--- src/rtl/control_unit_if.sv ---
// Control bundle between the control unit (master) and the datapath (slave):
// instruction/condition/halt inputs plus every bus-drive, load and select strobe.
interface control_unit_if;
  logic [31:0] IR;
  logic        CON_FF;
  logic        Stop;

  logic PC_out, MDR_out, ZHigh_out, ZLow_out, HI_out, LO_out, In_port_out, C_out;

  logic PC_enable, IncPC, MAR_enable, MDR_enable, Read, IR_enable, Y_enable, Z_enable;
  logic HI_enable, LO_enable, CON_enable, RAM_read_enable, RAM_write_enable, Out_port_enable;

  logic       Gra, Grb, Grc, R_in, R_out, BA_out;
  logic [4:0] opcode;
  logic       Run;

  modport master (
    input  IR, CON_FF, Stop,
    output PC_out, MDR_out, ZHigh_out, ZLow_out, HI_out, LO_out, In_port_out, C_out,
    output PC_enable, IncPC, MAR_enable, MDR_enable, Read, IR_enable, Y_enable, Z_enable,
    output HI_enable, LO_enable, CON_enable, RAM_read_enable, RAM_write_enable, Out_port_enable,
    output Gra, Grb, Grc, R_in, R_out, BA_out, opcode, Run
  );

  modport slave (
    output IR, CON_FF, Stop,
    input  PC_out, MDR_out, ZHigh_out, ZLow_out, HI_out, LO_out, In_port_out, C_out,
    input  PC_enable, IncPC, MAR_enable, MDR_enable, Read, IR_enable, Y_enable, Z_enable,
    input  HI_enable, LO_enable, CON_enable, RAM_read_enable, RAM_write_enable, Out_port_enable,
    input  Gra, Grb, Grc, R_in, R_out, BA_out, opcode, Run
  );
endinterface

--- src/rtl/control_unit.sv ---
// Multi-cycle control unit: step register T0..T7/HALT, strobes decoded from step and IR[31:27].
// Define CU_IO_EN to enable the in/out port instructions; otherwise they execute as nop.
module control_unit (
  input  logic           clk,
  input  logic           clr,
  control_unit_if.master bus
);

  typedef enum logic [3:0] {T0, T1, T2, T3, T4, T5, T6, T7, HALT} step_t;

  typedef enum logic [3:0] {
    C_LD, C_LDI, C_ST, C_ALU, C_IMM, C_MULDIV, C_UNARY, C_BR,
    C_JR, C_IN, C_OUT, C_MFHI, C_MFLO, C_NOP, C_HALT
  } iclass_t;

  localparam logic [4:0] OP_ADD = 5'b00011;

  step_t      step;
  step_t      last;
  iclass_t    cls;
  logic [4:0] op;
  logic       unused_ir;

  assign op        = bus.IR[31:27];
  assign unused_ir = ^bus.IR[26:0];

  always_comb begin
    cls = C_NOP;
    case (op)
      5'b00000: cls = C_LD;
      5'b00001: cls = C_LDI;
      5'b00010: cls = C_ST;
      5'b00011, 5'b00100, 5'b00101, 5'b00110, 5'b00111,
      5'b01000, 5'b01001, 5'b01010, 5'b01011: cls = C_ALU;
      5'b01100, 5'b01101, 5'b01110: cls = C_IMM;
      5'b01111, 5'b10000: cls = C_MULDIV;
      5'b10001, 5'b10010: cls = C_UNARY;
      5'b10011: cls = C_BR;
      5'b10100: cls = C_JR;
`ifdef CU_IO_EN
      5'b10101: cls = C_IN;
      5'b10110: cls = C_OUT;
`endif
      5'b10111: cls = C_MFHI;
      5'b11000: cls = C_MFLO;
      5'b11010: cls = C_HALT;
      default:  cls = C_NOP;
    endcase
  end

  always_comb begin
    last = T3;
    case (cls)
      C_ALU, C_IMM, C_LDI: last = T5;
      C_LD, C_ST:          last = T7;
      C_MULDIV, C_BR:      last = T6;
      C_UNARY:             last = T4;
      default:             last = T3;
    endcase
  end

  // Stop is only honoured at an instruction boundary; halt op leaves from T3.
  always_ff @(posedge clk) begin
    if (!clr)
      step <= T0;
    else if (step == HALT)
      step <= HALT;
    else if (step == T3 && cls == C_HALT)
      step <= HALT;
    else if (step == last)
      step <= bus.Stop ? HALT : T0;
    else
      step <= step_t'(step + 4'd1);
  end

  always_comb begin
    bus.PC_out           = 1'b0;
    bus.MDR_out          = 1'b0;
    bus.ZHigh_out        = 1'b0;
    bus.ZLow_out         = 1'b0;
    bus.HI_out           = 1'b0;
    bus.LO_out           = 1'b0;
    bus.In_port_out      = 1'b0;
    bus.C_out            = 1'b0;
    bus.PC_enable        = 1'b0;
    bus.IncPC            = 1'b0;
    bus.MAR_enable       = 1'b0;
    bus.MDR_enable       = 1'b0;
    bus.Read             = 1'b0;
    bus.IR_enable        = 1'b0;
    bus.Y_enable         = 1'b0;
    bus.Z_enable         = 1'b0;
    bus.HI_enable        = 1'b0;
    bus.LO_enable        = 1'b0;
    bus.CON_enable       = 1'b0;
    bus.RAM_read_enable  = 1'b0;
    bus.RAM_write_enable = 1'b0;
    bus.Out_port_enable  = 1'b0;
    bus.Gra              = 1'b0;
    bus.Grb              = 1'b0;
    bus.Grc              = 1'b0;
    bus.R_in             = 1'b0;
    bus.R_out            = 1'b0;
    bus.BA_out           = 1'b0;
    bus.opcode           = '0;
    bus.Run              = clr && (step != HALT);

    if (clr) begin
      case (step)
        T0: begin
          bus.PC_out = 1'b1; bus.MAR_enable = 1'b1; bus.IncPC = 1'b1;
        end
        T1: begin
          bus.RAM_read_enable = 1'b1; bus.Read = 1'b1; bus.MDR_enable = 1'b1;
        end
        T2: begin
          bus.MDR_out = 1'b1; bus.IR_enable = 1'b1;
        end
        HALT: ;
        default: begin
          case (cls)
            C_ALU, C_IMM: begin
              case (step)
                T3: begin bus.Grb = 1'b1; bus.R_out = 1'b1; bus.Y_enable = 1'b1; end
                T4: begin
                  if (cls == C_IMM) bus.C_out = 1'b1;
                  else begin bus.Grc = 1'b1; bus.R_out = 1'b1; end
                  bus.opcode = op; bus.Z_enable = 1'b1;
                end
                T5: begin bus.ZLow_out = 1'b1; bus.Gra = 1'b1; bus.R_in = 1'b1; end
                default: ;
              endcase
            end
            C_MULDIV: begin
              case (step)
                T3: begin bus.Gra = 1'b1; bus.R_out = 1'b1; bus.Y_enable = 1'b1; end
                T4: begin
                  bus.Grb = 1'b1; bus.R_out = 1'b1; bus.opcode = op; bus.Z_enable = 1'b1;
                end
                T5: begin bus.ZLow_out = 1'b1; bus.LO_enable = 1'b1; end
                T6: begin bus.ZHigh_out = 1'b1; bus.HI_enable = 1'b1; end
                default: ;
              endcase
            end
            C_UNARY: begin
              case (step)
                T3: begin
                  bus.Grb = 1'b1; bus.R_out = 1'b1; bus.opcode = op; bus.Z_enable = 1'b1;
                end
                T4: begin bus.ZLow_out = 1'b1; bus.Gra = 1'b1; bus.R_in = 1'b1; end
                default: ;
              endcase
            end
            C_LD, C_LDI, C_ST: begin
              case (step)
                T3: begin bus.Grb = 1'b1; bus.BA_out = 1'b1; bus.Y_enable = 1'b1; end
                T4: begin bus.C_out = 1'b1; bus.opcode = OP_ADD; bus.Z_enable = 1'b1; end
                T5: begin
                  bus.ZLow_out = 1'b1;
                  if (cls == C_LDI) begin bus.Gra = 1'b1; bus.R_in = 1'b1; end
                  else bus.MAR_enable = 1'b1;
                end
                T6: begin
                  bus.MDR_enable = 1'b1;
                  if (cls == C_LD) begin bus.RAM_read_enable = 1'b1; bus.Read = 1'b1; end
                  else begin bus.Gra = 1'b1; bus.R_out = 1'b1; end
                end
                T7: begin
                  if (cls == C_LD) begin bus.MDR_out = 1'b1; bus.Gra = 1'b1; bus.R_in = 1'b1; end
                  else bus.RAM_write_enable = 1'b1;
                end
                default: ;
              endcase
            end
            C_BR: begin
              case (step)
                T3: begin bus.Gra = 1'b1; bus.R_out = 1'b1; bus.CON_enable = 1'b1; end
                T4: begin bus.PC_out = 1'b1; bus.Y_enable = 1'b1; end
                T5: begin bus.C_out = 1'b1; bus.opcode = OP_ADD; bus.Z_enable = 1'b1; end
                T6: begin bus.ZLow_out = 1'b1; bus.PC_enable = bus.CON_FF; end
                default: ;
              endcase
            end
            C_JR: if (step == T3) begin
              bus.Gra = 1'b1; bus.R_out = 1'b1; bus.PC_enable = 1'b1;
            end
            C_MFHI: if (step == T3) begin
              bus.HI_out = 1'b1; bus.Gra = 1'b1; bus.R_in = 1'b1;
            end
            C_MFLO: if (step == T3) begin
              bus.LO_out = 1'b1; bus.Gra = 1'b1; bus.R_in = 1'b1;
            end
`ifdef CU_IO_EN
            C_IN: if (step == T3) begin
              bus.In_port_out = 1'b1; bus.Gra = 1'b1; bus.R_in = 1'b1;
            end
            C_OUT: if (step == T3) begin
              bus.Gra = 1'b1; bus.R_out = 1'b1; bus.Out_port_enable = 1'b1;
            end
`endif
            default: ;
          endcase
        end
      endcase
    end
  end

endmodule

--- src/flat_wrapper.sv ---
// flat-port wrapper written by rule: the top's interface ports become plain ports
module control_unit_flat 
  (clk, clr, bus_IR, bus_CON_FF, bus_Stop, bus_PC_out, bus_MDR_out, bus_ZHigh_out, bus_ZLow_out, bus_HI_out, bus_LO_out, bus_In_port_out, bus_C_out, bus_PC_enable, bus_IncPC, bus_MAR_enable, bus_MDR_enable, bus_Read, bus_IR_enable, bus_Y_enable, bus_Z_enable, bus_HI_enable, bus_LO_enable, bus_CON_enable, bus_RAM_read_enable, bus_RAM_write_enable, bus_Out_port_enable, bus_Gra, bus_Grb, bus_Grc, bus_R_in, bus_R_out, bus_BA_out, bus_opcode, bus_Run);
  control_unit_if bus_i ();
  input  logic clk;
  input  logic clr;
  input wire logic [$bits(bus_i.IR)-1:0] bus_IR;
  input wire logic [$bits(bus_i.CON_FF)-1:0] bus_CON_FF;
  input wire logic [$bits(bus_i.Stop)-1:0] bus_Stop;
  output wire logic [$bits(bus_i.PC_out)-1:0] bus_PC_out;
  output wire logic [$bits(bus_i.MDR_out)-1:0] bus_MDR_out;
  output wire logic [$bits(bus_i.ZHigh_out)-1:0] bus_ZHigh_out;
  output wire logic [$bits(bus_i.ZLow_out)-1:0] bus_ZLow_out;
  output wire logic [$bits(bus_i.HI_out)-1:0] bus_HI_out;
  output wire logic [$bits(bus_i.LO_out)-1:0] bus_LO_out;
  output wire logic [$bits(bus_i.In_port_out)-1:0] bus_In_port_out;
  output wire logic [$bits(bus_i.C_out)-1:0] bus_C_out;
  output wire logic [$bits(bus_i.PC_enable)-1:0] bus_PC_enable;
  output wire logic [$bits(bus_i.IncPC)-1:0] bus_IncPC;
  output wire logic [$bits(bus_i.MAR_enable)-1:0] bus_MAR_enable;
  output wire logic [$bits(bus_i.MDR_enable)-1:0] bus_MDR_enable;
  output wire logic [$bits(bus_i.Read)-1:0] bus_Read;
  output wire logic [$bits(bus_i.IR_enable)-1:0] bus_IR_enable;
  output wire logic [$bits(bus_i.Y_enable)-1:0] bus_Y_enable;
  output wire logic [$bits(bus_i.Z_enable)-1:0] bus_Z_enable;
  output wire logic [$bits(bus_i.HI_enable)-1:0] bus_HI_enable;
  output wire logic [$bits(bus_i.LO_enable)-1:0] bus_LO_enable;
  output wire logic [$bits(bus_i.CON_enable)-1:0] bus_CON_enable;
  output wire logic [$bits(bus_i.RAM_read_enable)-1:0] bus_RAM_read_enable;
  output wire logic [$bits(bus_i.RAM_write_enable)-1:0] bus_RAM_write_enable;
  output wire logic [$bits(bus_i.Out_port_enable)-1:0] bus_Out_port_enable;
  output wire logic [$bits(bus_i.Gra)-1:0] bus_Gra;
  output wire logic [$bits(bus_i.Grb)-1:0] bus_Grb;
  output wire logic [$bits(bus_i.Grc)-1:0] bus_Grc;
  output wire logic [$bits(bus_i.R_in)-1:0] bus_R_in;
  output wire logic [$bits(bus_i.R_out)-1:0] bus_R_out;
  output wire logic [$bits(bus_i.BA_out)-1:0] bus_BA_out;
  output wire logic [$bits(bus_i.opcode)-1:0] bus_opcode;
  output wire logic [$bits(bus_i.Run)-1:0] bus_Run;
  assign bus_i.IR = bus_IR;
  assign bus_i.CON_FF = bus_CON_FF;
  assign bus_i.Stop = bus_Stop;
  assign bus_PC_out = bus_i.PC_out;
  assign bus_MDR_out = bus_i.MDR_out;
  assign bus_ZHigh_out = bus_i.ZHigh_out;
  assign bus_ZLow_out = bus_i.ZLow_out;
  assign bus_HI_out = bus_i.HI_out;
  assign bus_LO_out = bus_i.LO_out;
  assign bus_In_port_out = bus_i.In_port_out;
  assign bus_C_out = bus_i.C_out;
  assign bus_PC_enable = bus_i.PC_enable;
  assign bus_IncPC = bus_i.IncPC;
  assign bus_MAR_enable = bus_i.MAR_enable;
  assign bus_MDR_enable = bus_i.MDR_enable;
  assign bus_Read = bus_i.Read;
  assign bus_IR_enable = bus_i.IR_enable;
  assign bus_Y_enable = bus_i.Y_enable;
  assign bus_Z_enable = bus_i.Z_enable;
  assign bus_HI_enable = bus_i.HI_enable;
  assign bus_LO_enable = bus_i.LO_enable;
  assign bus_CON_enable = bus_i.CON_enable;
  assign bus_RAM_read_enable = bus_i.RAM_read_enable;
  assign bus_RAM_write_enable = bus_i.RAM_write_enable;
  assign bus_Out_port_enable = bus_i.Out_port_enable;
  assign bus_Gra = bus_i.Gra;
  assign bus_Grb = bus_i.Grb;
  assign bus_Grc = bus_i.Grc;
  assign bus_R_in = bus_i.R_in;
  assign bus_R_out = bus_i.R_out;
  assign bus_BA_out = bus_i.BA_out;
  assign bus_opcode = bus_i.opcode;
  assign bus_Run = bus_i.Run;
  control_unit u_core (.clk(clk), .clr(clr), .bus(bus_i));
endmodule
--- config.mk ---
export PLATFORM = sky130hd
export DESIGN_NAME = control_unit_flat
export DESIGN_NICKNAME = d
export VERILOG_FILES = /design/src/rtl/control_unit_if.sv /design/src/rtl/control_unit.sv /design/src/flat_wrapper.sv
export SDC_FILE = /design/constraint.sdc
export NUM_CORES = 1
export LEC_CHECK = 0
export CORE_ASPECT_RATIO = 1.4
export CORE_MARGIN = 2
export CORE_UTILIZATION = 44
export CTS_CLUSTER_SIZE = 28
export DETAILED_ROUTE_END_ITERATION = 8
export GPL_TIMING_DRIVEN = 0
export MAX_ROUTING_LAYER = met4
export PLACE_DENSITY = 0.86
export SLEW_MARGIN = 5
export SYNTH_ARGS = -nofsm -noshare
export SYNTH_HDL_FRONTEND = slang
export SYNTH_SLANG_ARGS = --single-unit
--- constraint.sdc ---
create_clock -name clk -period 8.25 [get_ports clk]
set_input_delay 1.65 -clock clk [delete_from_list [all_inputs] [get_ports clk]]
set_output_delay 1.65 -clock clk [all_outputs]
set_load 0.02 [all_outputs]
=== After elaboration in Yosys (flattened, before gate mapping) ===
Memory sizes are Yosys's and may differ from the RTL's.
Index checks and enable logic that the tools add are counted.

* ROM bits: 144
* Input bits: 36
* Memories: 2
* Flip-flop bits (word level): 4
* Word-level logic and storage cells: 149

{| class="wikitable"
|+ Memories
! memory !! depth !! bits a word !! read ports !! clocked after memory_dff !! wr ports !! RTL line !! source
|-
| (no name shown) || 32 || 4 || 1 || 0 || 0 || control_unit.sv:29 || <nowiki>case (op)</nowiki>
|-
| (no name shown) || 8 || 2 || 1 || 0 || 0 || control_unit.sv:53 || <nowiki>case (cls)</nowiki>
|}

* Mux-type cells: 104
* Equal/unequal tests: 21
* Reduce and logical (&&, ||, !) cells: 18
* Bitwise operators: 1
* $add $sub $neg: 1

{| class="wikitable"
|+ Operators with widths
! cell !! count
|-
| 2-to-1 mux 1 bit || 75
|-
| == test 4 x 3 -> 1 bit (second input constant) || 8
|-
| OR reduction 3 bit || 7
|-
| == test 4 bit (second input constant) || 5
|-
| 2-to-1 mux 4 bit || 5
|-
| 2-to-1 mux 5 bit || 4
|-
| case mux 1 bit (2 select lines) || 10
|-
| case mux 5 bit (4 select lines) || 1
|-
| == test 4 x 2 -> 1 bit (second input constant) || 4
|-
| case mux 1 bit (3 select lines) || 4
|-
| case mux 1 bit (4 select lines) || 3
|-
| OR reduction 6 bit || 2
|-
| == test 4 x 1 -> 1 bit (second input constant) || 2
|-
| logical NOT 4 bit || 2
|-
| OR reduction 2 bit || 3
|-
| OR reduction 5 bit || 1
|-
| adder 4 x 1 -> 4 bit (second input constant) || 1
|-
| == test 4 bit || 1
|-
| 2-to-1 mux 2 bit || 2
|-
| != test 4 bit (second input constant) || 1
|-
| OR reduction 4 bit || 1
|-
| logical AND 1 bit || 2
|-
| inverter 1 bit || 1
|}

=== Longest topological paths before layout ===
An unclocked memory read counts as a cell.

* Depth after elaboration: 7
* Depth in mapped cells: 9
* Gate-level depth less buffers: 8

=== Worst setup path before layout ===
Ideal clock, no wire load.

* Kind: in2out
* From: input bus_IR[27]
* To: output bus_R_out
* Arrival: 3.586 ns
* Required time: 6.600 ns
* Cell stages on the path: 7
* Path buffers: 0
* Setup slack: 3.014 ns
* Path through: ha_1 > inv_1 > a311oi_1 > o2111a_1 > nand2_1 > a22o_1 > a311oi_1

* Longest elaborated chain between the ends: 7
* Elaborated cells between the ends (all ways): 20

{| class="wikitable"
|+ RTL lines
! what !! RTL line !! source
|-
| start, declared || flat_wrapper.sv:7 || <nowiki>input wire logic [$bits(bus_i.IR)-1:0] bus_IR;</nowiki>
|-
| memory read (32 x 4 bit) (*) || -- ||
|-
| == test 4 x 3 -> 1 bit or logical NOT 4 bit (tied branches) || control_unit.sv:121, control_unit.sv:126, control_unit.sv:165 ||
|-
| 2-to-1 mux 1 bit, on equally long branches || control_unit.sv:126, control_unit.sv:165 ||
|-
| case mux 1 bit (2 select lines) or 2-to-1 mux 1 bit (tied branches) || control_unit.sv:123, control_unit.sv:155 ||
|-
| case mux 1 bit (4 select lines) (*) || control_unit.sv:121 || <nowiki>case (cls)</nowiki>
|-
| 2-to-1 mux 1 bit (*) || control_unit.sv:109 || <nowiki>case (step)</nowiki>
|-
| 2-to-1 mux 1 bit (*) || control_unit.sv:108 || <nowiki>if (clr) begin</nowiki>
|-
| end, declared || flat_wrapper.sv:36 || <nowiki>output wire logic [$bits(bus_i.R_out)-1:0] bus_R_out;</nowiki>
|}

Every way passes the cells marked *; elsewhere a longest branch is shown, timed or not.

=== Worst setup path after layout ===
* From: input bus_IR[27]
* To: output bus_ZLow_out

* Longest elaborated chain between the ends: 6
* Elaborated cells between the ends (all ways): 13

{| class="wikitable"
|+ RTL lines
! what !! RTL line !! source
|-
| memory read (32 x 4 bit) (*) || -- ||
|-
| == test 4 x 2 -> 1 bit, or another cell as far along || control_unit.sv:121 ||
|-
| OR reduction 6 bit (no source line) || -- ||
|-
| case mux 1 bit (3 select lines) (*) || control_unit.sv:121 ||
|-
| 2-to-1 mux 1 bit (*) || control_unit.sv:109 ||
|-
| 2-to-1 mux 1 bit (*) || control_unit.sv:108 ||
|-
| end, declared || flat_wrapper.sv:13 || <nowiki>output wire logic [$bits(bus_i.ZLow_out)-1:0] bus_ZLow_out;</nowiki>
|}

Marks and branches as above.

==> results.cfg <==
[clock_tree]
cts_buffers = 3
path_clk_slew_ns = 0.03
cts_setup_buffers = 0
hold_buffers = 0
clock-root-buffer = clkbuf_8
numClockSinks = 4
cts_tree = built
cts_resized = 0
clk_latency_ns = 0.21
clk_path_buf_depth = 2
cts.htree.levels = 1

[worst_setup_path]
crit_top_cell = clkdlybuf4s50_1
crit_slowest_cell = clkdlybuf4s50_1
path_buf_inv = 3
critPathRequiredTime_ns = 6.60
crit_path_start_kind = primary input
crit_path_end_kind = output pin
critical_path_arrival_ns = 5.14
path_delay_family = buffers and inverters
critPathKind = in2out
max_stage_delay_ns = 0.67
cp_max_fo = 8
crit_chain = clkdlybuf4s50_1 > inv_1 > ha_1 > mux2i_1 > o211ai_1 > nand2_1 > nor3_1 > o21ai_1 > a2111oi_2 > clkdlybuf4s50_1

[timing]
period_needed_ns = 6.79
rsz0062_at_grt = false
fin_crit_sh = 0.823
setup_violations = 0
setup_slack_ns = 1.46
clock.fmax_ghz = 0.147
fin_skew_ns = 0.00368
fin_tns_setup_ns = 0
worstMarginPinSlew_ns = 0.713
maxSlewViolCount = 0
slew-limit-headroom = 0.522
finalHoldViolations = 0

[yosys]
yosysTopAreaCell = ha_1
synth_top_area_share = 0.0794
yosys_warnings = 0
synth_cells = 215
seq_area_frac_synth = 0.0565
post_synth.cell_area_avg_um2 = 6.59
synth_edf_count = 0
synthFlopType = dfxtp_1
ys_ff_latch = 4
netlist_top_cells_area = ha_1 7.9%, nor2_1 6.9%, dfxtp_1 5.6%
synthArstFlopShare = 0
synth_area_um2 = 1420
synth_cell_types = 60

[power]
leakagePower_nw = 0.691
ir_worst_vdd_mv = 0.141
p_per_area_nw_per_um2 = 140

[global_routing]
grt_pass1_wl_um = 7610
grt_max_degree = 11
antenna_found_initial = 0
track_usage = 0.264
first_global_vias = 1674
grt-ovfl-total = 0

[layout]
layout_common_cells = 39 x clkdlybuf4s50_1, 26 x nor2_1, 17 x nand2_1, 15 x inv_1, 15 x a21oi_1
drive_gt1_frac = 0.0814
nNetsFinal = 305
nFillCells = 289
register_area_um2 = 80.1
diodes = 0
largest_register_ffs = 4
reg_top3 = u_core.step x4
stdcell_count = 297
top_register = u_core.step
post-route-cell-area_um2 = 1900
final_common_cell = clkdlybuf4s50_1
multi_input_area_um2 = 1190
area_growth_pct = 34.2

[die]
die_width_um = 52.0
num_rows = 24
dieArea_um2 = 3700
initial_utilization = 0.458
io_pins = 70
core_um2 = 3090
die_h_um = 71.2

[route]
ant_nets = 0
drt_iter0_drc = 150
firstDrtPassIters = 5
finalWirelength_um = 4650
viasPerCell = 6.41
vias = 1903
drcViolationCount = 0
wl_per_cell_um = 15.7

[placement]
post_dp_cell_area_um2 = 1860
place_congestion = 0.926
pre_cts_ws_ns = 1.54
dp_hpwl_um = 3520
dp_cells = 294
numPortBuffers = 39

[flow_run]
cap_viol_max_count = 0

[outcome]
status = finished, final reports clean

[worst_hold_path]
hp-class = reg2reg
## layout make-up
type / instances / share of cell area
multi-input combinational: 183 / 0.624
tap: 39 / 0.0257
clock buffer: 3 / 0.0217
sequential: 4 / 0.0421
inverter: 15 / 0.0296
buffer: 14 / 0.0520
timing repair buffer: 39 / 0.205
## cell families (layout without fill, tap and decap cells)
kind of cell,count (synthesis),after routing,share of synthesized area
AND/OR/NAND/NOR,94,94,0.334
buffers and inverters,29,71,0.109
AO/OA/AOI/OAI,73,73,0.384
multiplexers,3,3,0.0221
flip-flops,4,4,0.0565
other,1,2,0.00265
XOR/XNOR,2,2,0.0124
adder cells (fa/ha/maj),9,9,0.0794
## layer usage
metal,routed length (um),track usage,up-vias,share of wire
met5,0,-,-,0
met4,80,0.0819,0,0.017
met3,407,0.0169,10,0.088
met2,2370,0.450,128,0.51
met1,1790,0.325,870,0.39
li1,-,-,895,-
## through the flow
stage          power, mW  utilization  hold WS, ns
5_1_grt            0.286        0.615        0.601
6_report           0.267        0.615        0.559
3_3_place_gp       0.218        0.602        0.531
4_1_cts            0.264        0.615        0.568
2_1_floorplan      0.163            -        0.487
3_5_place_dp       0.222        0.602        0.562
## worst register-to-register path: cells and delay by family (launching register included)
kind	cells	cell delay (ns)
adder cells (fa/ha/maj)	1	0.38
flip-flops	1	0.47
AO/OA/AOI/OAI	1	0.30
AND/OR/NAND/NOR	3	0.77
## path summary, 6_finish.rpt
kind	from	cells past startpoint	endpoint	slack [ns]
worst max-delay path	bus_IR[27]	10	bus_ZLow_out	1.46
worst min-delay path	u_core.step[0]	1	u_core.step[0]	0.56
worst max register to register	u_core.step[0]	5	u_core.step[3]	6.22
worst min register to register	u_core.step[0]	1	u_core.step[0]	0.56
## synth_stat cells (3+ instances only)
cell type / count
nor2_1: 26
o21a_1: 4
ha_1: 9
nand3_1: 6
or3_1: 3
o21ai_0: 10
nor3_1: 13
a311o_1: 3
dfxtp_1: 4
nor4_1: 5
o22ai_1: 3
o211ai_1: 5
a21oi_1: 15
nand2b_1: 3
inv_1: 15
o32ai_1: 3
buf_4: 5
buf_6: 3
nor2b_1: 6
buf_2: 4
nand2_1: 17
## power breakdown
part	leakage, nW	internal, mW	total, mW	switching, mW
logic	0.637	0.0776	0.195	0.117
clock network	0.0216	0.0310	0.0398	0.00878
registers	0.0329	0.0249	0.0320	0.00707
total	0.691	0.134	0.267	0.133
Power figures use the tool's default switching activity.
